[src/rtl/alu_controller_pkg.sv]
// Shared 8051 ALU definitions: opcode constants, controller state encoding,
// the latched request payload and small opcode-decode helpers.
package alu_controller_pkg;

    localparam int unsigned DATA_W = 8;
    localparam int unsigned OP_W   = 4;
    localparam int unsigned CNT_W  = 4;
    localparam int unsigned FLAG_W = 3;

    // ALU opcodes; codes above ALU_SWAP are unsupported.
    localparam logic [OP_W-1:0] ALU_ADD  = 4'd0;
    localparam logic [OP_W-1:0] ALU_ADDC = 4'd1;
    localparam logic [OP_W-1:0] ALU_SUBB = 4'd2;
    localparam logic [OP_W-1:0] ALU_INC  = 4'd3;
    localparam logic [OP_W-1:0] ALU_DEC  = 4'd4;
    localparam logic [OP_W-1:0] ALU_MUL  = 4'd5;
    localparam logic [OP_W-1:0] ALU_DIV  = 4'd6;
    localparam logic [OP_W-1:0] ALU_DA   = 4'd7;
    localparam logic [OP_W-1:0] ALU_RR   = 4'd8;
    localparam logic [OP_W-1:0] ALU_RL   = 4'd9;
    localparam logic [OP_W-1:0] ALU_RRC  = 4'd10;
    localparam logic [OP_W-1:0] ALU_RLC  = 4'd11;
    localparam logic [OP_W-1:0] ALU_CPL  = 4'd12;
    localparam logic [OP_W-1:0] ALU_SWAP = 4'd13;

    // Controller state encoding.
    typedef enum logic [1:0] {
        ST_IDLE    = 2'd0,
        ST_ISSUE   = 2'd1,
        ST_WAIT    = 2'd2,
        ST_CAPTURE = 2'd3
    } state_e;

    // Request captured on the accept edge.
    typedef struct packed {
        logic [OP_W-1:0]   op;
        logic [DATA_W-1:0] a;
        logic [DATA_W-1:0] b;
        logic              cy;
        logic              ac;
    } alu_req_t;

    function automatic logic is_muldiv(input logic [OP_W-1:0] op);
        return (op == ALU_MUL) || (op == ALU_DIV);
    endfunction

    function automatic logic is_supported(input logic [OP_W-1:0] op);
        return op <= ALU_SWAP;
    endfunction

    // PSW write enables {cy, ac, ov} per opcode.
    function automatic logic [FLAG_W-1:0] flag_we_for(input logic [OP_W-1:0] op);
        case (op)
            ALU_ADD, ALU_ADDC, ALU_SUBB:                         return 3'b111;
            ALU_MUL, ALU_DIV:                                    return 3'b101;
            ALU_RRC, ALU_RLC, ALU_DA:                            return 3'b100;
            default:                                             return 3'b000;
        endcase
    endfunction

    // Decimal-adjust carry, owned by the controller rather than alu_core.
    function automatic logic da_carry(input logic [DATA_W-1:0] a, input logic cy);
        return cy | (a[7:4] > 4'd9) | ((a[7:4] == 4'd9) & (a[3:0] > 4'd9));
    endfunction

endpackage

[src/rtl/alu_controller_if.sv]
// Controller <-> alu_core bus.
//   master (controller): drives alu_opcode, alu_op_1, alu_op_2, alu_cy, alu_ac;
//                        receives alu_res_1, alu_res_2, alu_cy_out, alu_ac_out, alu_ov_out.
//   slave  (alu_core):   the mirror image.
interface alu_controller_if;
    import alu_controller_pkg::*;

    logic [OP_W-1:0]   alu_opcode;
    logic [DATA_W-1:0] alu_op_1;
    logic [DATA_W-1:0] alu_op_2;
    logic              alu_cy;
    logic              alu_ac;
    logic [DATA_W-1:0] alu_res_1;
    logic [DATA_W-1:0] alu_res_2;
    logic              alu_cy_out;
    logic              alu_ac_out;
    logic              alu_ov_out;

    modport master (
        output alu_opcode, alu_op_1, alu_op_2, alu_cy, alu_ac,
        input  alu_res_1, alu_res_2, alu_cy_out, alu_ac_out, alu_ov_out
    );

    modport slave (
        input  alu_opcode, alu_op_1, alu_op_2, alu_cy, alu_ac,
        output alu_res_1, alu_res_2, alu_cy_out, alu_ac_out, alu_ov_out
    );

endinterface

[src/rtl/alu_controller.sv]
// ALU sequencing controller: accepts one request at a time, presents the
// latched operands to a 1-cycle registered alu_core, waits MULDIV_CYCLES for
// MUL/DIV, then captures results and pulses done (and err for bad opcodes).
// Ports:
//   clock, reset        system clock, async active-low reset
//   start, op, src_a, src_b, psw_cy, psw_ac   request (sampled only when idle)
//   alu                 alu_core bus (master side)
//   busy, done, err     status; done/err are single-cycle pulses
//   result_lo/hi, cy_out, ac_out, ov_out      registered results
//   flag_we             {cy,ac,ov} PSW write enables, non-zero only with done
module alu_controller
    import alu_controller_pkg::*;
#(
    parameter int unsigned MULDIV_CYCLES = 4  // legal 2..15
) (
    input  logic                clock,
    input  logic                reset,
    input  logic                start,
    input  logic [OP_W-1:0]     op,
    input  logic [DATA_W-1:0]   src_a,
    input  logic [DATA_W-1:0]   src_b,
    input  logic                psw_cy,
    input  logic                psw_ac,
    alu_controller_if.master    alu,
    output logic                busy,
    output logic                done,
    output logic                err,
    output logic [DATA_W-1:0]   result_lo,
    output logic [DATA_W-1:0]   result_hi,
    output logic                cy_out,
    output logic                ac_out,
    output logic                ov_out,
    output logic [FLAG_W-1:0]   flag_we
);

    // WAIT occupancy is MULDIV_CYCLES-2 cycles; the counter counts down to 0.
    localparam int unsigned WAIT_LOAD = (MULDIV_CYCLES > 3) ? (MULDIV_CYCLES - 3) : 0;
    localparam bit          USE_WAIT  = (MULDIV_CYCLES > 2);

    state_e             state;
    alu_req_t           req;
    logic [CNT_W-1:0]   wait_cnt;

    logic [DATA_W-1:0]  cap_lo_c;
    logic [DATA_W-1:0]  cap_hi_c;
    logic               cap_cy_c;
    logic               cap_ac_c;
    logic               cap_ov_c;
    logic               div_zero_c;

    // alu_core sees only the latched request, so it is stable for the whole op.
    assign alu.alu_opcode = req.op;
    assign alu.alu_op_1   = req.a;
    assign alu.alu_op_2   = req.b;
    assign alu.alu_cy     = req.cy;
    assign alu.alu_ac     = req.ac;

    // Result selection applied at the capture edge.
    always_comb begin
        div_zero_c = (req.op == ALU_DIV) && (req.b == '0);
        cap_lo_c   = alu.alu_res_1;
        cap_hi_c   = req.b;
        cap_cy_c   = alu.alu_cy_out;
        cap_ac_c   = alu.alu_ac_out;
        cap_ov_c   = alu.alu_ov_out;
        if (is_muldiv(req.op)) begin
            cap_hi_c = alu.alu_res_2;
        end
        if (req.op == ALU_DA) begin
            cap_cy_c = da_carry(req.a, req.cy);
        end
        // Divide by zero ignores whatever alu_core produced.
        if (div_zero_c) begin
            cap_lo_c = '0;
            cap_hi_c = '0;
            cap_cy_c = 1'b0;
            cap_ac_c = 1'b0;
            cap_ov_c = 1'b1;
        end
        if (!is_supported(req.op)) begin
            cap_lo_c = req.a;
            cap_cy_c = 1'b0;
            cap_ac_c = 1'b0;
            cap_ov_c = 1'b0;
        end
    end

    // Sequencer with registered status and results.
    always_ff @(posedge clock or negedge reset) begin
        if (!reset) begin
            state     <= ST_IDLE;
            req       <= '0;
            wait_cnt  <= '0;
            busy      <= 1'b0;
            done      <= 1'b0;
            err       <= 1'b0;
            flag_we   <= '0;
            result_lo <= '0;
            result_hi <= '0;
            cy_out    <= 1'b0;
            ac_out    <= 1'b0;
            ov_out    <= 1'b0;
        end else begin
            done    <= 1'b0;
            err     <= 1'b0;
            flag_we <= '0;
            case (state)
                ST_IDLE: begin
                    if (start) begin
                        req   <= alu_req_t'{op: op, a: src_a, b: src_b, cy: psw_cy, ac: psw_ac};
                        busy  <= 1'b1;
                        state <= ST_ISSUE;
                    end
                end
                ST_ISSUE: begin
                    if (is_muldiv(req.op) && USE_WAIT) begin
                        wait_cnt <= CNT_W'(WAIT_LOAD);
                        state    <= ST_WAIT;
                    end else begin
                        state <= ST_CAPTURE;
                    end
                end
                ST_WAIT: begin
                    if (wait_cnt == '0) begin
                        state <= ST_CAPTURE;
                    end else begin
                        wait_cnt <= wait_cnt - CNT_W'(1);
                    end
                end
                ST_CAPTURE: begin
                    result_lo <= cap_lo_c;
                    result_hi <= cap_hi_c;
                    cy_out    <= cap_cy_c;
                    ac_out    <= cap_ac_c;
                    ov_out    <= cap_ov_c;
                    flag_we   <= flag_we_for(req.op);
                    err       <= !is_supported(req.op);
                    done      <= 1'b1;
                    busy      <= 1'b0;
                    state     <= ST_IDLE;
                end
                default: state <= ST_IDLE;
            endcase
        end
    end

endmodule

[src/flat_wrapper.sv]
// flat-port wrapper written by rule: the top's interface ports become plain ports
module alu_controller_flat import alu_controller_pkg::*;
#(
    parameter int unsigned MULDIV_CYCLES = 4                
)
  (clock, reset, start, op, src_a, src_b, psw_cy, psw_ac, busy, done, err, result_lo, result_hi, cy_out, ac_out, ov_out, flag_we, alu_alu_opcode, alu_alu_op_1, alu_alu_op_2, alu_alu_cy, alu_alu_ac, alu_alu_res_1, alu_alu_res_2, alu_alu_cy_out, alu_alu_ac_out, alu_alu_ov_out);
  alu_controller_if alu_i ();
  input  logic clock;
  input  logic reset;
  input  logic start;
  input  logic [OP_W-1:0] op;
  input  logic [DATA_W-1:0] src_a;
  input  logic [DATA_W-1:0] src_b;
  input  logic psw_cy;
  input  logic psw_ac;
  output logic busy;
  output logic done;
  output logic err;
  output logic [DATA_W-1:0] result_lo;
  output logic [DATA_W-1:0] result_hi;
  output logic cy_out;
  output logic ac_out;
  output logic ov_out;
  output logic [FLAG_W-1:0] flag_we;
  output wire logic [$bits(alu_i.alu_opcode)-1:0] alu_alu_opcode;
  output wire logic [$bits(alu_i.alu_op_1)-1:0] alu_alu_op_1;
  output wire logic [$bits(alu_i.alu_op_2)-1:0] alu_alu_op_2;
  output wire logic [$bits(alu_i.alu_cy)-1:0] alu_alu_cy;
  output wire logic [$bits(alu_i.alu_ac)-1:0] alu_alu_ac;
  input wire logic [$bits(alu_i.alu_res_1)-1:0] alu_alu_res_1;
  input wire logic [$bits(alu_i.alu_res_2)-1:0] alu_alu_res_2;
  input wire logic [$bits(alu_i.alu_cy_out)-1:0] alu_alu_cy_out;
  input wire logic [$bits(alu_i.alu_ac_out)-1:0] alu_alu_ac_out;
  input wire logic [$bits(alu_i.alu_ov_out)-1:0] alu_alu_ov_out;
  assign alu_alu_opcode = alu_i.alu_opcode;
  assign alu_alu_op_1 = alu_i.alu_op_1;
  assign alu_alu_op_2 = alu_i.alu_op_2;
  assign alu_alu_cy = alu_i.alu_cy;
  assign alu_alu_ac = alu_i.alu_ac;
  assign alu_i.alu_res_1 = alu_alu_res_1;
  assign alu_i.alu_res_2 = alu_alu_res_2;
  assign alu_i.alu_cy_out = alu_alu_cy_out;
  assign alu_i.alu_ac_out = alu_alu_ac_out;
  assign alu_i.alu_ov_out = alu_alu_ov_out;
  alu_controller #(.MULDIV_CYCLES(MULDIV_CYCLES)) u_core (.clock(clock), .reset(reset), .start(start), .op(op), .src_a(src_a), .src_b(src_b), .psw_cy(psw_cy), .psw_ac(psw_ac), .alu(alu_i), .busy(busy), .done(done), .err(err), .result_lo(result_lo), .result_hi(result_hi), .cy_out(cy_out), .ac_out(ac_out), .ov_out(ov_out), .flag_we(flag_we));
endmodule
[config.mk]
export PLATFORM = sky130hd
export DESIGN_NAME = alu_controller_flat
export DESIGN_NICKNAME = d
export VERILOG_FILES = /design/src/rtl/alu_controller_pkg.sv /design/src/rtl/alu_controller_if.sv /design/src/rtl/alu_controller.sv /design/src/flat_wrapper.sv
export SDC_FILE = /design/constraint.sdc
export NUM_CORES = 1
export LEC_CHECK = 0
export ABC_AREA = 0
export BUFFER_PORTS_ARGS = -buffer_cell sky130_fd_sc_hd__buf_2
export CAP_MARGIN = 20
export CORE_MARGIN = 2
export CORE_UTILIZATION = 53
export CTS_CLUSTER_DIAMETER = 30
export CTS_CLUSTER_SIZE = 12
export DETAILED_ROUTE_END_ITERATION = 10
export HOLD_SLACK_MARGIN = 0.02
export PLACE_DENSITY = 0.89
export SETUP_SLACK_MARGIN = 0.2
export SLEW_MARGIN = 20
export SYNTH_ARGS = -nofsm -noshare
export SYNTH_HDL_FRONTEND = slang
export SYNTH_SLANG_ARGS = --single-unit
[constraint.sdc]
create_clock -name clock -period 4.11 [get_ports clock]
set_input_delay 0 -clock clock [delete_from_list [all_inputs] [get_ports clock]]
set_output_delay 0 -clock clock [all_outputs]
set_load 0.05 [all_outputs]
Word level (Yosys, flattened, before mapping)
Memory sizes are Yosys's and may differ from the RTL's.
Cells that the tools add are included.
{"block": "word_totals", "romBits": 48, "n_memories": 1, "elab_cells": 70, "out_inout_bits": 47, "reg_bits": 53}
{"block": "classes", "magnitude_cmp": 3, "n_eq_ne": 11, "add_sub_neg": 1, "n_mux": 23, "n_reduce_logical": 12, "bitwise": 3}
{"name": "(no name shown)", "words": 16, "word_bits": 3, "read_ports": 1, "rd_ports_with_merged_regs": 0, "write_ports": 0, "line_no": "alu_controller_pkg.sv:53", "text": "case (op)"}
{"cell": "8-bit two-way mux", "n": 4}
{"cell": "4-bit by 3-bit equality test with 1-bit output, second input constant", "n": 3}
{"cell": "1-bit two-way mux", "n": 11}
{"cell": "4-bit greater-than comparator, second input constant", "n": 2}
{"cell": "8-bit zero test", "n": 1}
{"cell": "4-bit two-way mux", "n": 2}
{"cell": "2-bit one-hot mux with 4 select lines", "n": 1}
{"cell": "4-bit one-hot mux with 2 select lines", "n": 1}
{"cell": "2-bit AND reduction", "n": 3}
{"cell": "2-bit equality test, second input constant", "n": 2}
{"cell": "4-bit equality test, second input constant", "n": 1}
{"cell": "4-bit <= comparator, second input constant", "n": 1}
{"cell": "4-bit zero test", "n": 1}
{"cell": "2-bit two-way mux", "n": 2}
{"cell": "2-bit by 1-bit != test with 1-bit output, second input constant", "n": 2}
{"cell": "2-bit != test, second input constant", "n": 2}
{"cell": "2-bit nonzero test", "n": 2}
{"cell": "4-bit by 1-bit subtractor with 4-bit output, second input constant", "n": 1}
{"cell": "3-bit two-way mux", "n": 1}
{"cell": "3-bit AND reduction", "n": 1}
{"cell": "2-bit by 1-bit equality test with 1-bit output, second input constant", "n": 1}
{"cell": "2-bit zero test", "n": 1}
{"cell": "1-bit bitwise OR", "n": 2}
{"cell": "1-bit one-hot mux with 2 select lines", "n": 1}
{"cell": "other kinds (4)", "n": 4}

Logic depth before layout (Yosys ltp)
Gate-level depths: netlist (run 1).
{"block": "depth", "ltp_word": 6, "mapped_depth": 7, "mapped_depth_nobuf": 6}

Worst setup path before layout (run 1)
No wires, ideal clock.
{"block": "synth_path", "path_type": "register -> register", "from": "register u_core.req (netlist bit u_core.alu.alu_opcode[1])", "to": "register u_core.result_hi[2]", "setup_ns": 0.120, "n_path_buf": 0, "t_arrival_ns": 1.893, "stages_incl_launch_ff": 7, "path_slack_ns": 2.097, "required_time_ns": 3.990, "path_cell_list": "dfrtp_1 > inv_1 > ha_1 > nor2_2 > nor2_8 > mux2_1 > a31o_1"}
{"block": "synth_via", "elab_chain_len": 4}
{"item": "start, declared", "line_no": "alu_controller.sv:41", "text": "alu_req_t req;"}
{"item": "start signal, assigned", "line_no": "alu_controller.sv:110", "text": "req <= alu_req_t'{op: op, a: src_a, b: src_b, cy: psw_cy, ac: psw_ac};"}
{"item": "4-bit by 3-bit equality test with 1-bit output, on equally long branches", "line_no": "alu_controller_pkg.sv:44, alu_controller.sv:60"}
{"item": "1-bit logical OR", "line_no": "alu_controller_pkg.sv:44", "text": "return (op == ALU_MUL) || (op == ALU_DIV);"}
{"item": "8-bit two-way mux", "line_no": "alu_controller.sv:66", "text": "if (is_muldiv(req.op)) begin"}
{"item": "8-bit two-way mux (*)", "line_no": "alu_controller.sv:73", "text": "if (div_zero_c) begin"}
{"item": "end signal, assigned", "line_no": "alu_controller.sv:132", "text": "result_hi <= cap_hi_c;"}
{"item": "end, declared", "line_no": "alu_controller.sv:29", "text": "output logic [DATA_W-1:0] result_hi,"}
Mark *: on every way between the ends. The rest lies on a longest branch, timed or not.
A chain may end at the register's enable or synchronous reset.

Final worst setup path (run 1)
{"block": "layout_path", "from": "register u_core.state[0]", "to": "register u_core.req (netlist bit u_core.alu.alu_op_1[2])"}
{"block": "layout_via", "elab_chain_len": 2}
{"item": "start, declared", "line_no": "alu_controller.sv:40", "text": "state_e state;"}
{"item": "start signal, assigned", "line_no": "alu_controller.sv:91", "text": "state <= ST_IDLE;"}
{"item": "start signal, assigned", "line_no": "alu_controller.sv:112", "text": "state <= ST_ISSUE;"}
{"item": "start signal, assigned", "line_no": "alu_controller.sv:118", "text": "state <= ST_WAIT;"}
{"item": "2-bit zero test", "line_no": "alu_controller.sv:107", "text": "case (state)"}
{"item": "2-bit AND reduction (no source line)"}
Every way passes these cells.

==> results_tabular.tex, run 1 <==
\begin{tabular}{lr}
\hline
Metric & Value \\
\hline
\multicolumn{2}{l}{\textbf{Outcome}} \\
Run status & finished clean \\
\multicolumn{2}{l}{\textbf{Routing}} \\
Length of the first detailed-routing pass in iterations & 5 \\
Length of routed met2 wiring & between 3 and 4 mm \\
Post-route DRC violation count & 0 \\
Overall via count from detail\_route & 2301 \\
Top sig layer & met4 \\
Number of violations reported at the end of detailed-routing iteration 0 & 207 \\
Detailed-routing wirelength on met1 & 2.81 mm \\
Vias per cell & $\sim$5.6 \\
Total met3 wirelength after detailed routing & between 400 and 500 µm \\
Final Routed Wirelength & approximately 7.2 mm \\
Routed length per instance & 17.5 µm \\
Number of nets with antenna violations after detailed routing & 0 \\
\multicolumn{2}{l}{\textbf{Logic synthesis}} \\
Number of nets produced by synthesis & 274 \\
Mean post-synth cell area & around 12 µm² \\
Number of warnings printed during yosys synthesis & 0 \\
Cell Area, Synth & 2590 µm² \\
Number of register bits inferred by synthesis & 53 \\
Mapped Cells & 220 \\
Post-synth cell types & 45 \\
Sequential area share after synthesis & 51.3\% \\
\multicolumn{2}{l}{\textbf{Floorplanning}} \\
Die Height & 73.9 µm \\
Core footprint & 4720 µm² \\
I/O pin cnt & between 90 and 100 \\
Initial Utilization & 54.8\% \\
Row count & 25 \\
Horizontal die dimension & about 74 µm \\
Die area & 5460 µm² \\
\multicolumn{2}{l}{\textbf{Global routing}} \\
Antenna violations before repair & 0 \\
Maximum number of pins on one net before global-route repair & 54 \\
First-pass GRT wire length & 11.4 mm \\
Overflow left after global routing & 0 \\
Vias in the first global route & 2306 \\
Tot GR Track Use & 28.1\% \\
\multicolumn{2}{l}{\textbf{Clock network}} \\
Clock latency reported for the late side of the worst-skew pair & 0.31 ns \\
Clock transition at the register clock pins on the worst setup and hold paths after CTS & about 0.090 ns \\
Buffer depth of the longest clock path & 2 \\
Number of sinks on the clock net & 53 \\
Clock root buffer master & sky130\_fd\_sc\_hd\_\_clkbuf\_8 \\
CTS tree & built \\
H-tree depth & 2 \\
Num CTS Buffers & 5 \\
\multicolumn{2}{l}{\textbf{Placement}} \\
Placed instance area & 3090 µm² \\
Quantity of I/O buffers inserted on ports & 90 \\
Final weighted congestion of routability-driven global placement & 0.757 \\
HPWL after detailed placement & 4.42 mm \\
\multicolumn{2}{l}{\textbf{Layout}} \\
Non-Filler Cell Area, Final & 3560 µm² \\
Filler instances & approximately 310 \\
Antenna diode count & 0 \\
Net count, final & 398 \\
Area growth syn-to-layout & 37.8\% \\
Fraction of layout cells with a size suffix above 1 & approximately two fifths \\
\multicolumn{2}{l}{\textbf{Timing}} \\
Shortest period the worst path allows & between 2 and 2.5 ns \\
Crit share post-route & 49.9\% \\
Worst-margin pin slew & 0.966 ns \\
Final setup TNS & 0 ns \\
Fmax & approximately 500 MHz \\
Unrepaired setup endpoints after global routing & false \\
Setup violators final & 0 \\
Max-slew headroom at the worst pin & a little over a third \\
Hold Vio Cnt, Final & 0 \\
Final max-slew violation count & 0 \\
Final setup skew & approximately 0.006 ns \\
\multicolumn{2}{l}{\textbf{Critical path}} \\
Critical path start-end classification & reg -> reg \\
Worst setup SP type & flop \\
Largest fanout on the critical path & 22 \\
Data required time of the critical path & between 4 and 5 ns \\
Worst EP arrival & around 2.3 ns \\
Crit path capture type & flop \\
\multicolumn{2}{l}{\textbf{Flow run}} \\
Maximum Capacitance Violations & 0 \\
\multicolumn{2}{l}{\textbf{Min path}} \\
Worst hold path class & in -> reg \\
\hline
\end{tabular}
path summary, 6_finish.rpt:
kind	end	from	slack (ns)	cells past startpoint
setup / recovery	u_core.alu.alu_op_1[2]$_DFFE_PN0P_	u_core.state[0]$_DFFE_PN0P_	2.06	4
hold / removal	u_core.result_hi[2]$_DFFE_PN0P_	alu_alu_res_2[2]	0.04	3
setup reg to reg	u_core.alu.alu_op_1[2]$_DFFE_PN0P_	u_core.state[0]$_DFFE_PN0P_	2.06	4
hold reg to reg	u_core.alu.alu_ac$_DFFE_PN0P_	u_core.alu.alu_ac$_DFFE_PN0P_	0.53	1
max in group asynchronous	u_core.alu.alu_op_2[5]$_DFFE_PN0P_	reset	3.34	3
min in group asynchronous	u_core.flag_we[2]$_DFF_PN0_	reset	0.34	3
state kept, by name, summed over array words and instances, names as in the netlist, 2 cells and up:
name,flops
u_core.flag_we,3
u_core.result_lo,8
u_core.wait_cnt,4
u_core.alu.alu_opcode,4
u_core.alu.alu_op_2,8
u_core.state,2
u_core.result_hi,8
u_core.alu.alu_op_1,8
synth_stat cells (all sizes together):
library cell   n  area, µm²
a211o          1       8.76
a21oi          6       33.8
a31o           8       70.1
a31oi          8       50.1
and2           2       12.5
and2b          1       8.76
and3           1       6.26
and4           1       8.76
and4b          1       10.0
and4bb         1       12.5
buf            6       35.0
clkbuf         3       11.3
dfrtp         53       1330
ha            10        125
inv           10       37.5
mux2          32        360
mux2i          1       10.0
nand2         15       56.3
nand2b         3       26.3
nand3         10       50.1
nand3b         1       7.51
nand4          2       27.5
nand4b         1       8.76
nand4bb        1       11.3
nor2          14       71.3
nor2b         11       68.8
nor3           2       10.0
nor3b          1       7.51
nor4           2       27.5
o2111ai        1       8.76
o21ai          5       36.3
o22ai          4       25.0
o2bb2ai        1       8.76
or3b           1       8.76
timing repair:
item | CTS | global route
resized for setup | 0 | 0
hold endpoints to repair | 86 | 0
hold buffers | 34 | 0
buffers inserted | 0 | 0
worst max-delay path, cell delays in order (launching register included):
cell and delay (ns):
sky130_fd_sc_hd__dfrtp_1 0.42, sky130_fd_sc_hd__inv_1 0.10, sky130_fd_sc_hd__ha_1 0.26, sky130_fd_sc_hd__nand2_1 0.73, sky130_fd_sc_hd__mux2_2 0.43
metal layers:
layer / vias up / global-route usage, %
li1: 1029 / -
met1: 1121 / 34.5
met2: 120 / 46.4
met3: 31 / 7.54
met4: 0 / 12.3
met5: - / 0
layout make-up:
type	instances	area (µm²)	share of cell area, %
clock buffer	5	68.8	1.93
sequential	53	1330	37.2
multi-input combinational	148	1180	33.0
inverter	10	37.5	1.05
clock inverter	3	65.1	1.83
tap	67	83.8	2.35
timing repair buffer	126	806	22.6
cells in the final DEF (no fill, tap or decap), types with 2 or more instances in the layout:
cell type / count
sky130_fd_sc_hd__dlygate4sd3_1: 34
sky130_fd_sc_hd__nand2_1: 15
sky130_fd_sc_hd__buf_4: 2
sky130_fd_sc_hd__buf_2: 90
sky130_fd_sc_hd__and2_1: 2
sky130_fd_sc_hd__nor2b_1: 11
sky130_fd_sc_hd__a31o_1: 8
sky130_fd_sc_hd__clkbuf_8: 5
sky130_fd_sc_hd__mux2_1: 8
sky130_fd_sc_hd__o22ai_1: 4
sky130_fd_sc_hd__nand3_1: 10
sky130_fd_sc_hd__dfrtp_1: 53
sky130_fd_sc_hd__nor3_1: 2
sky130_fd_sc_hd__nor2_1: 12
sky130_fd_sc_hd__o21ai_0: 3
sky130_fd_sc_hd__inv_1: 10
sky130_fd_sc_hd__mux2_2: 24
sky130_fd_sc_hd__nand2b_1: 2
sky130_fd_sc_hd__a31oi_1: 8
sky130_fd_sc_hd__ha_1: 10
sky130_fd_sc_hd__bufinv_16: 2
sky130_fd_sc_hd__a21oi_1: 5
cells by family (layout without fill, tap and decap cells):
| family | count (synthesis) | in the layout | share of synthesized area [%] |
|---|---|---|---|
| adder cells (fa/ha/maj) | 10 | 10 | 4.84 |
| buffers and inverters | 19 | 144 | 3.24 |
| flip-flops | 53 | 53 | 51.3 |
| AND/OR/NAND/NOR | 71 | 71 | 17.0 |
| multiplexers | 33 | 33 | 14.3 |
| AO/OA/AOI/OAI | 34 | 34 | 9.33 |
through the flow:
stage                     hold slack [ns]  cells  setup slack (ns)  utilization (%)
after floorplan                    -0.296    220              2.10                -
after detailed placement            0.164    370              2.12             65.4
after CTS                          0.0390    412              2.11             75.5
final                              0.0381    412              2.06             75.5
after global routing               0.0568    412              1.99             75.5
after global placement              0.157    370              2.20             65.4
Power of run 1 is left out: the tool's default activity adds up to more than one toggle a clock period on the data nets, which glitch-free logic cannot reach.
==> run 2, diff against run 1 <==
--- a/config.mk
+++ b/config.mk
@@ -9,12 +9,12 @@
 export BUFFER_PORTS_ARGS = -buffer_cell sky130_fd_sc_hd__buf_2
 export CAP_MARGIN = 20
 export CORE_MARGIN = 2
-export CORE_UTILIZATION = 53
+export CORE_UTILIZATION = 50
 export CTS_CLUSTER_DIAMETER = 30
 export CTS_CLUSTER_SIZE = 12
 export DETAILED_ROUTE_END_ITERATION = 10
 export HOLD_SLACK_MARGIN = 0.02
-export PLACE_DENSITY = 0.89
+export PLACE_DENSITY = 0.85
 export SETUP_SLACK_MARGIN = 0.2
 export SLEW_MARGIN = 20
 export SYNTH_ARGS = -nofsm -noshare
==> constraint.sdc (replaced) <==
create_clock -name clock -period 2 [get_ports clock]
set_input_delay 0 -clock clock [delete_from_list [all_inputs] [get_ports clock]]
set_output_delay 0 -clock clock [all_outputs]
set_load 0.05 [all_outputs]
==> run 2 against run 1 <==
Against the previous run:
- setup slack got worse by 1.8 ns
- global-route usage is 3.1 points lower
- clock skew grew 0.0033 ns
- hold slack improved by 0.0019 ns
- via count decreased by 2.2%
- register-to-register slack worse by 1.8 ns
- sequential share of layout area decreased by 0.19 points
- maximum frequency grew 19%
- final area rose by 0.70%
- non-clock buffer count is 2 higher
- first-iteration DRC count fell by 35%
- critical path type unchanged
==> results_tabular.tex, run 2 (synthesized netlist as in run 1, its figures left out) <==
\begin{tabular}{lr}
\hline
Metric & Value \\
\hline
\multicolumn{2}{l}{\textbf{Timing}} \\
Shortest period the worst path allows & 1.72 ns (-0.327 ns) \\
Max-slew headroom at the worst pin & 56.4\% (+21 points) \\
Final setup skew & 0.00933 ns (+0.00330 ns) \\
Final max-slew violation count & 0 (unchanged) \\
Worst-margin pin slew & 0.655 ns (-0.312 ns) \\
Hold Vio Cnt, Final & 0 (unchanged) \\
Final setup TNS & 0 ns (unchanged) \\
Setup violators final & 0 (unchanged) \\
Fmax & 580 MHz (+19\%) \\
Crit share post-route & 86.2\% (+36 points) \\
Unrepaired setup endpoints after global routing & false \\
\multicolumn{2}{l}{\textbf{Clock network}} \\
Num CTS Buffers & 5 (unchanged) \\
Clock latency reported for the late side of the worst-skew pair & 0.31 ns (about the same) \\
Buffer depth of the longest clock path & 2 (unchanged) \\
H-tree depth & 2 (unchanged) \\
Number of sinks on the clock net & 53 (unchanged) \\
Clock transition at the register clock pins on the worst setup and hold paths after CTS & 0.10 ns (about the same) \\
CTS tree & built \\
Clock root buffer master & sky130\_fd\_sc\_hd\_\_clkbuf\_8 \\
\multicolumn{2}{l}{\textbf{Floorplanning}} \\
I/O pin cnt & 91 (unchanged) \\
Core footprint & 5040 µm² (+6.8\%) \\
Die area & 5770 µm² (+5.7\%) \\
Horizontal die dimension & 75.9 µm (+2.8\%) \\
Initial Utilization & 51.3\% (-3.5 points) \\
Row count & 26 (+4.0\%) \\
Die Height & 75.9 µm (+2.8\%) \\
\multicolumn{2}{l}{\textbf{Global routing}} \\
Maximum number of pins on one net before global-route repair & 40 (-26\%) \\
Tot GR Track Use & 25.0\% (-3.1 points) \\
Overflow left after global routing & 0 (unchanged) \\
Vias in the first global route & 2362 (+2.4\%) \\
First-pass GRT wire length & 11.5 mm (+0.42\%) \\
Antenna violations before repair & 0 (unchanged) \\
\multicolumn{2}{l}{\textbf{Critical path}} \\
Critical-path cell list & inv\_1 > ha\_1 > nor2b\_1 > nand4\_4 > buf\_12 > nand3\_1 > a31oi\_1 \\
Critical path start-end classification & reg -> reg \\
Worst EP arrival & 1.92 ns (-0.33 ns) \\
Crit path capture type & flop \\
Largest fanout on the critical path & 18 (-18\%) \\
R2R cell count & 7 (+3) \\
Slowest stage delay, CP & 0.46 ns (-0.27 ns) \\
Worst setup SP type & flop \\
Data required time of the critical path & 2.19 ns (-2.12 ns) \\
Slowest CP cell & sky130\_fd\_sc\_hd\_\_dfrtp\_2 \\
\multicolumn{2}{l}{\textbf{Power}} \\
Static leakage power & 1.74 nW \\
Peak supply drop & 0.00117 V \\
PD cells & roughly 1900 nW/µm² \\
\multicolumn{2}{l}{\textbf{Routing}} \\
Number of violations reported at the end of detailed-routing iteration 0 & 135 (-35\%) \\
Final Routed Wirelength & 7.05 mm (-2.4\%) \\
Overall via count from detail\_route & 2251 (-2.2\%) \\
Length of the first detailed-routing pass in iterations & 4 (-1) \\
Vias per cell & 5.40 (-3.3\%) \\
Post-route DRC violation count & 0 (unchanged) \\
Routed length per instance & 16.9 µm (-3.5\%) \\
Number of nets with antenna violations after detailed routing & 0 (unchanged) \\
\multicolumn{2}{l}{\textbf{Layout}} \\
Filler instances & 315 (+2.3\%) \\
Fraction of layout cells with a size suffix above 1 & 39.8\% (+1.5 points) \\
Net count, final & 400 (+0.50\%) \\
Non-Filler Cell Area, Final & 3590 µm² (+0.70\%) \\
Antenna diode count & 0 (unchanged) \\
Most common cell after layout, fill and taps aside & sky130\_fd\_sc\_hd\_\_buf\_2 \\
Area growth syn-to-layout & 38.7\% \\
Commonest non-fill, non-tap cells in the layout & sky130\_fd\_sc\_hd\_\_buf\_2 (90), sky130\_fd\_sc\_hd\_\_dfrtp\_1 (51), sky130\_fd\_sc\_hd\_\_dlygate4sd3\_1 (34), sky130\_fd\_sc\_hd\_\_mux2\_2 (24), sky130\_fd\_sc\_hd\_\_nand2\_1 (15) \\
\multicolumn{2}{l}{\textbf{Placement}} \\
Quantity of I/O buffers inserted on ports & 90 (unchanged) \\
HPWL after detailed placement & 4.29 mm (-2.9\%) \\
Placed instance area & 3130 µm² (+1.4\%) \\
Final weighted congestion of routability-driven global placement & 0.845 (+12\%) \\
\multicolumn{2}{l}{\textbf{Min path}} \\
Number of cells on the worst hold path & 3 (unchanged) \\
Worst hold path class & in -> reg \\
\multicolumn{2}{l}{\textbf{Outcome}} \\
Run status & finished clean \\
\multicolumn{2}{l}{\textbf{Flow run}} \\
Maximum Capacitance Violations & 0 (unchanged) \\
\hline
\end{tabular}
## run 2: worst paths after layout
path                                                      start                                    to  slack [ns]
hold reg to reg                   u_core.alu.alu_ac$_DFFE_PN0P_         u_core.alu.alu_ac$_DFFE_PN0P_        0.51
hold / removal                                 alu_alu_res_2[1]       u_core.result_hi[1]$_DFFE_PN0P_        0.04
min in group asynchronous                                 reset       u_core.result_lo[3]$_DFFE_PN0P_        0.24
setup reg to reg           u_core.alu.alu_opcode[0]$_DFFE_PN0P_       u_core.result_lo[3]$_DFFE_PN0P_        0.28
setup / recovery           u_core.alu.alu_opcode[0]$_DFFE_PN0P_       u_core.result_lo[3]$_DFFE_PN0P_        0.28
max in group asynchronous                                 reset  u_core.alu.alu_opcode[0]$_DFFE_PN0P_        1.17
## run 2: repair_timing
item	in CTS	in global routing
buffers inserted	0	1
hold buffers	34	0
endpoints found under the setup margin	0	19
gates resized for setup	0	3
endpoints found under the hold margin	60	0
## run 2: per-stage QoR
stage	setup slack (ns)	util, %	hold WS [ns]	total power, mW	std cells
floorplan	0.239	-	-0.296	5.09	220
global placement	0.344	62.2	0.0601	5.92	374
detailed placement	0.288	62.2	0.0597	6.04	374
CTS	0.286	70.6	0.0338	6.69	416
global route	0.191	71.2	0.0465	7.18	417
finish	0.275	71.2	0.0400	6.80	417
## run 2: report_power, final
part | internal [mW] | total (mW) | leakage [nW] | switching (mW)
logic | 1.30 | 4.15 | 1.06 | 2.84
clock network | 0.247 | 0.605 | 0.0374 | 0.358
registers | 1.58 | 2.05 | 0.638 | 0.473
total | 3.13 | 6.80 | 1.74 | 3.67
## run 2: cell type report
type	instances	area (µm²)	area share, %
clock buffers	6	72.6	2.02
clock inverters	2	15.0	0.418
inverters	10	37.5	1.05
multi-input cells	148	1190	33.1
flip-flops and latches	53	1330	37.0
well taps	70	87.6	2.44
repair buffers	128	858	23.9
## run 2: worst max-delay path, delay by kind of cell, from the launching register on
kind                     cells  cell delay, ns
AO/OA/AOI/OAI                1            0.12
adder cells (fa/ha/maj)      1            0.23
buffers and inverters        2            0.28
flip-flops                   1            0.46
AND/OR/NAND/NOR              3            0.52
## run 2: layer usage
metal	GRT usage (%)	part of all wire, %	vias to the layer above
met5	0	0	-
met1	30.3	40	1108
met4	9.82	2.7	0
li1	-	-	1032
met3	5.95	5.4	21
met2	43.3	52	90
Note: power is estimated with default switching activity, not from simulation.
==> run 3, diff against run 2 <==
--- a/config.mk
+++ b/config.mk
@@ -5,16 +5,16 @@
 export SDC_FILE = /design/constraint.sdc
 export NUM_CORES = 1
 export LEC_CHECK = 0
-export ABC_AREA = 0
+export ABC_AREA = 1
 export BUFFER_PORTS_ARGS = -buffer_cell sky130_fd_sc_hd__buf_2
 export CAP_MARGIN = 20
 export CORE_MARGIN = 2
-export CORE_UTILIZATION = 50
+export CORE_UTILIZATION = 49
 export CTS_CLUSTER_DIAMETER = 30
 export CTS_CLUSTER_SIZE = 12
 export DETAILED_ROUTE_END_ITERATION = 10
 export HOLD_SLACK_MARGIN = 0.02
-export PLACE_DENSITY = 0.85
+export PLACE_DENSITY = 0.84
 export SETUP_SLACK_MARGIN = 0.2
 export SLEW_MARGIN = 20
 export SYNTH_ARGS = -nofsm -noshare
==> run 3 against run 2 <==
Against the previous run:
- routed wire length is 5.4% lower
- hold slack worse by 0.011 ns
- critical path type unchanged
- cell count is 20% higher
- synthesized cell count is 37% higher
- count of clock-buffer cells in the layout stayed put
- sequential cell count stayed put
- combinational power is 9.6% lower
- power is 8.0% lower
- core utilization is 0.76 points higher
- global-route usage is 1.3 points lower
- area after synthesis is 4.0% lower
==> results_tabular.tex, run 3 <==
\begin{tabular}{lr}
\hline
Metric & Value \\
\hline
\multicolumn{2}{l}{\textbf{Outcome}} \\
Run status & finished clean \\
\multicolumn{2}{l}{\textbf{Routing}} \\
Number of violations reported at the end of detailed-routing iteration 0 & 221 (+64\%) \\
Overall via count from detail\_route & 2436 (+8.2\%) \\
Post-route DRC violation count & 0 (unchanged) \\
Final Routed Wirelength & 6.67 mm (-5.4\%) \\
Number of nets with antenna violations after detailed routing & 0 (unchanged) \\
Vias per cell & 4.86 (-9.9\%) \\
Length of the first detailed-routing pass in iterations & 4 (unchanged) \\
Routed length per instance & 13.3 µm (-21\%) \\
\multicolumn{2}{l}{\textbf{Critical path}} \\
R2R cell count & 7 (unchanged) \\
Data required time of the critical path & 2.24 ns (+0.05 ns) \\
Slowest CP cell & sky130\_fd\_sc\_hd\_\_dfrtp\_1 \\
Slowest stage delay, CP & 0.44 ns (-0.02 ns) \\
Category of cells accounting for the largest share of critical-path delay & simple AND/OR/NAND/NOR gates \\
Critical-path cell list & inv\_1 > ha\_1 > inv\_1 > nand2\_1 > nor3\_4 > a22oi\_1 > nand2\_1 \\
Crit path capture type & flop \\
Crit Reg-Reg Endpoint & u\_core.result\_lo[3]\$\_DFFE\_PN0P\_ \\
Number of buffer and inverter instances along the worst setup path & 2 (unchanged) \\
Worst EP arrival & 1.91 ns (about the same) \\
Worst setup SP type & flop \\
Worst R2R Setup Slack & 0.33 ns (+0.05 ns) \\
RR Startpoint & u\_core.alu.alu\_opcode[0]\$\_DFFE\_PN0P\_ \\
Largest fanout on the critical path & 9 (-9) \\
Critical path start-end classification & reg -> reg \\
\multicolumn{2}{l}{\textbf{Logic synthesis}} \\
Largest area contributor in the synthesized netlist & sky130\_fd\_sc\_hd\_\_dfrtp\_1 \\
Commonest cells in the synthesized netlist & sky130\_fd\_sc\_hd\_\_nand2\_1 (130), sky130\_fd\_sc\_hd\_\_dfrtp\_1 (53), sky130\_fd\_sc\_hd\_\_inv\_1 (31) \\
Proportion of register bits with asynchronous set or reset after synthesis & 100\% (unchanged) \\
Top-area cell type share of the netlist area & 53.4\% (+2.1 points) \\
Top post-synthesis cells by area & sky130\_fd\_sc\_hd\_\_dfrtp\_1 (53\%), sky130\_fd\_sc\_hd\_\_nand2\_1 (20\%), sky130\_fd\_sc\_hd\_\_ha\_1 (5.0\%) \\
Number of register bits inferred by synthesis & 53 (unchanged) \\
Prevailing post-synth register cell & sky130\_fd\_sc\_hd\_\_dfrtp\_1 \\
Sequential area share after synthesis & 53.4\% (+2.1 points) \\
Cell Area, Synth & 2480 µm² (-4.0\%) \\
Mapped Cells & 302 (+37\%) \\
Most instantiated library cell after synthesis & sky130\_fd\_sc\_hd\_\_nand2\_1 \\
Count of flip-flops with a built-in enable after synthesis & 0 (unchanged) \\
Number of nets produced by synthesis & 356 (+30\%) \\
Mean post-synth cell area & 8.23 µm² (-30\%) \\
Post-synth cell types & 23 (-49\%) \\
Number of warnings printed during yosys synthesis & 0 (unchanged) \\
\multicolumn{2}{l}{\textbf{Timing}} \\
Final setup skew & 0.00615 ns (-0.00318 ns) \\
Setup violators final & 0 (unchanged) \\
Max-slew headroom at the worst pin & 55.0\% (-1.3 points) \\
Fmax & 597 MHz (+3.0\%) \\
Crit share post-route & 83.7\% (-2.5 points) \\
Unrepaired setup endpoints after global routing & false \\
Final setup TNS & 0 ns (unchanged) \\
Worst-margin pin slew & 0.674 ns (+0.0197 ns) \\
Hold Vio Cnt, Final & 0 (unchanged) \\
Final max-slew violation count & 0 (unchanged) \\
Shortest period the worst path allows & 1.67 ns (-0.0503 ns) \\
\multicolumn{2}{l}{\textbf{Clock network}} \\
Clock root buffer master & sky130\_fd\_sc\_hd\_\_clkbuf\_8 \\
Clock transition at the register clock pins on the worst setup and hold paths after CTS & 0.09 ns (about the same) \\
Buffer depth of the longest clock path & 2 (unchanged) \\
Num CTS Buffers & 5 (unchanged) \\
Number of sinks on the clock net & 53 (unchanged) \\
H-tree depth & 2 (unchanged) \\
CTS tree & built \\
Clock latency reported for the late side of the worst-skew pair & 0.30 ns (about the same) \\
\multicolumn{2}{l}{\textbf{Layout}} \\
Antenna diode count & 0 (unchanged) \\
Area growth syn-to-layout & 39.5\% \\
Final non-filler cell total & 501 (+20\%) \\
Most common cell after layout, fill and taps aside & sky130\_fd\_sc\_hd\_\_nand2\_1 \\
Commonest non-fill, non-tap cells in the layout & sky130\_fd\_sc\_hd\_\_nand2\_1 (130), sky130\_fd\_sc\_hd\_\_buf\_2 (90), sky130\_fd\_sc\_hd\_\_dfrtp\_1 (53), sky130\_fd\_sc\_hd\_\_dlygate4sd3\_1 (34), sky130\_fd\_sc\_hd\_\_inv\_1 (31) \\
Net count, final & 487 (+22\%) \\
Fraction of layout cells with a size suffix above 1 & 25.6\% (-14 points) \\
\multicolumn{2}{l}{\textbf{Min path}} \\
Worst hold path class & in -> reg \\
Hold\_sp & alu\_alu\_res\_2[5] \\
Number of cells on the worst hold path & 5 (+2) \\
Worst hold endpoint & u\_core.result\_hi[5]\$\_DFFE\_PN0P\_ \\
\multicolumn{2}{l}{\textbf{Floorplanning}} \\
Die area & 5660 µm² (-1.9\%) \\
Initial Utilization & 51.6\% (+0.27 points) \\
Core footprint & 4820 µm² (-4.5\%) \\
Row count & 25 (-3.8\%) \\
Horizontal die dimension & 75.2 µm (-0.95\%) \\
Die Height & 75.2 µm (-0.95\%) \\
I/O pin cnt & 91 (unchanged) \\
\multicolumn{2}{l}{\textbf{Power}} \\
PD cells & 1810 nW/µm² (-4.7\%) \\
Static leakage power & 1.96 nW (+13\%) \\
Peak supply drop & 0.00106 V (-9.5\%) \\
Post-layout total power & 6.26 mW (-8.0\%) \\
\multicolumn{2}{l}{\textbf{Placement}} \\
HPWL after detailed placement & 4.41 mm (+2.8\%) \\
Quantity of I/O buffers inserted on ports & 90 (unchanged) \\
Total instance count after detailed placement & 459 (+23\%) \\
Final weighted congestion of routability-driven global placement & 0.830 (-1.7\%) \\
\multicolumn{2}{l}{\textbf{Global routing}} \\
Antenna violations before repair & 0 (unchanged) \\
First-pass GRT wire length & 10.2 mm (-11\%) \\
Tot GR Track Use & 23.7\% (-1.3 points) \\
Overflow left after global routing & 0 (unchanged) \\
Maximum number of pins on one net before global-route repair & 32 (-20\%) \\
Vias in the first global route & 2253 (-4.6\%) \\
\multicolumn{2}{l}{\textbf{Flow run}} \\
Maximum Capacitance Violations & 0 (unchanged) \\
\hline
\end{tabular}
run 3: changes by cell type after synthesis, sizes merged, moves of 4 or more:
cell,previous run,this run
nand3,10,5
a31oi,8,0
mux2,32,0
o21ai,5,28
nand2,15,131
buf,6,2
inv,10,32
nor2b,11,0
a31o,8,0
a22oi,0,8
run 3: worst max-delay path by stage:
stage,slack [ns],end,from,depth (start not counted)
2_1_floorplan,0.21,u_core.result_hi[5]$_DFFE_PN0P_,u_core.alu.alu_opcode[1]$_DFFE_PN0P_,8
3_3_place_gp,0.45,u_core.result_lo[0]$_DFFE_PN0P_,u_core.alu.alu_opcode[0]$_DFFE_PN0P_,9
3_5_place_dp,0.34,u_core.result_lo[7]$_DFFE_PN0P_,u_core.alu.alu_opcode[0]$_DFFE_PN0P_,9
4_1_cts,0.31,u_core.result_lo[7]$_DFFE_PN0P_,u_core.alu.alu_opcode[0]$_DFFE_PN0P_,9
5_1_grt,0.24,u_core.result_lo[3]$_DFFE_PN0P_,u_core.alu.alu_opcode[1]$_DFFE_PN0P_,7
6_report,0.33,u_core.result_lo[3]$_DFFE_PN0P_,u_core.alu.alu_opcode[0]$_DFFE_PN0P_,7
run 3: repair_timing:
item / 4_1_cts / 5_1_grt
setup endpoints to repair: 0 / 6
resized for setup: 0 / 1
setup buffers: 0 / 0
hold buffers: 34 / 0
endpoints found under the hold margin: 62 / 0
run 3: per-stage QoR:
stage	cell area (µm²)	utilization, %	hold slack [ns]	setup WS, ns
finish	3470	71.9	0.0293	0.326
detailed placement	3040	63.1	0.0716	0.345
floorplan	2480	-	-0.296	0.212
global route	3470	71.9	0.0382	0.245
CTS	3460	71.8	0.0297	0.311
global placement	3040	63.1	0.0718	0.455
run 3: kinds of logic (layout without fill, tap and decap cells):
logic type | after synthesis | after routing | share of synthesized area, %
AND/OR/NAND/NOR | 158 | 158 | 25.8
adder cells (fa/ha/maj) | 10 | 10 | 5.04
flip-flops | 53 | 53 | 53.4
buffers and inverters | 39 | 171 | 6.19
AO/OA/AOI/OAI | 41 | 41 | 9.27
XOR/XNOR | 1 | 1 | 0.353
run 3: final cells by class:
cell class	instances	area (µm²)
clock buffers	6	72.6
clock inverters	2	10.0
fillers	387	1350
inverters	32	120
multi-input cells	210	1010
flip-flops and latches	53	1330
well taps	67	83.8
repair buffers	131	843
run 3: worst reg2reg max path, cell delays in order, from the launching register on:
cell	delay (ns)
sky130_fd_sc_hd__dfrtp_1	0.44
sky130_fd_sc_hd__inv_1	0.11
sky130_fd_sc_hd__ha_1	0.21
sky130_fd_sc_hd__inv_1	0.06
sky130_fd_sc_hd__nand2_1	0.12
sky130_fd_sc_hd__nor3_4	0.40
sky130_fd_sc_hd__a22oi_1	0.16
sky130_fd_sc_hd__nand2_1	0.10
run 3: power by group:
group / switching, mW / total, mW / internal (mW) / leakage, nW
sequential: 0.396 / 1.95 / 1.55 / 0.669
clock: 0.324 / 0.567 / 0.243 / 0.0450
combinational: 2.78 / 3.75 / 0.969 / 1.25
run 3: routing by layer:
layer  GRT usage, %  part of all wire, %
met3           3.88                  5.6
met5              0                    0
met4           7.21                  1.1
met1           30.8                   43
met2           41.0                   51
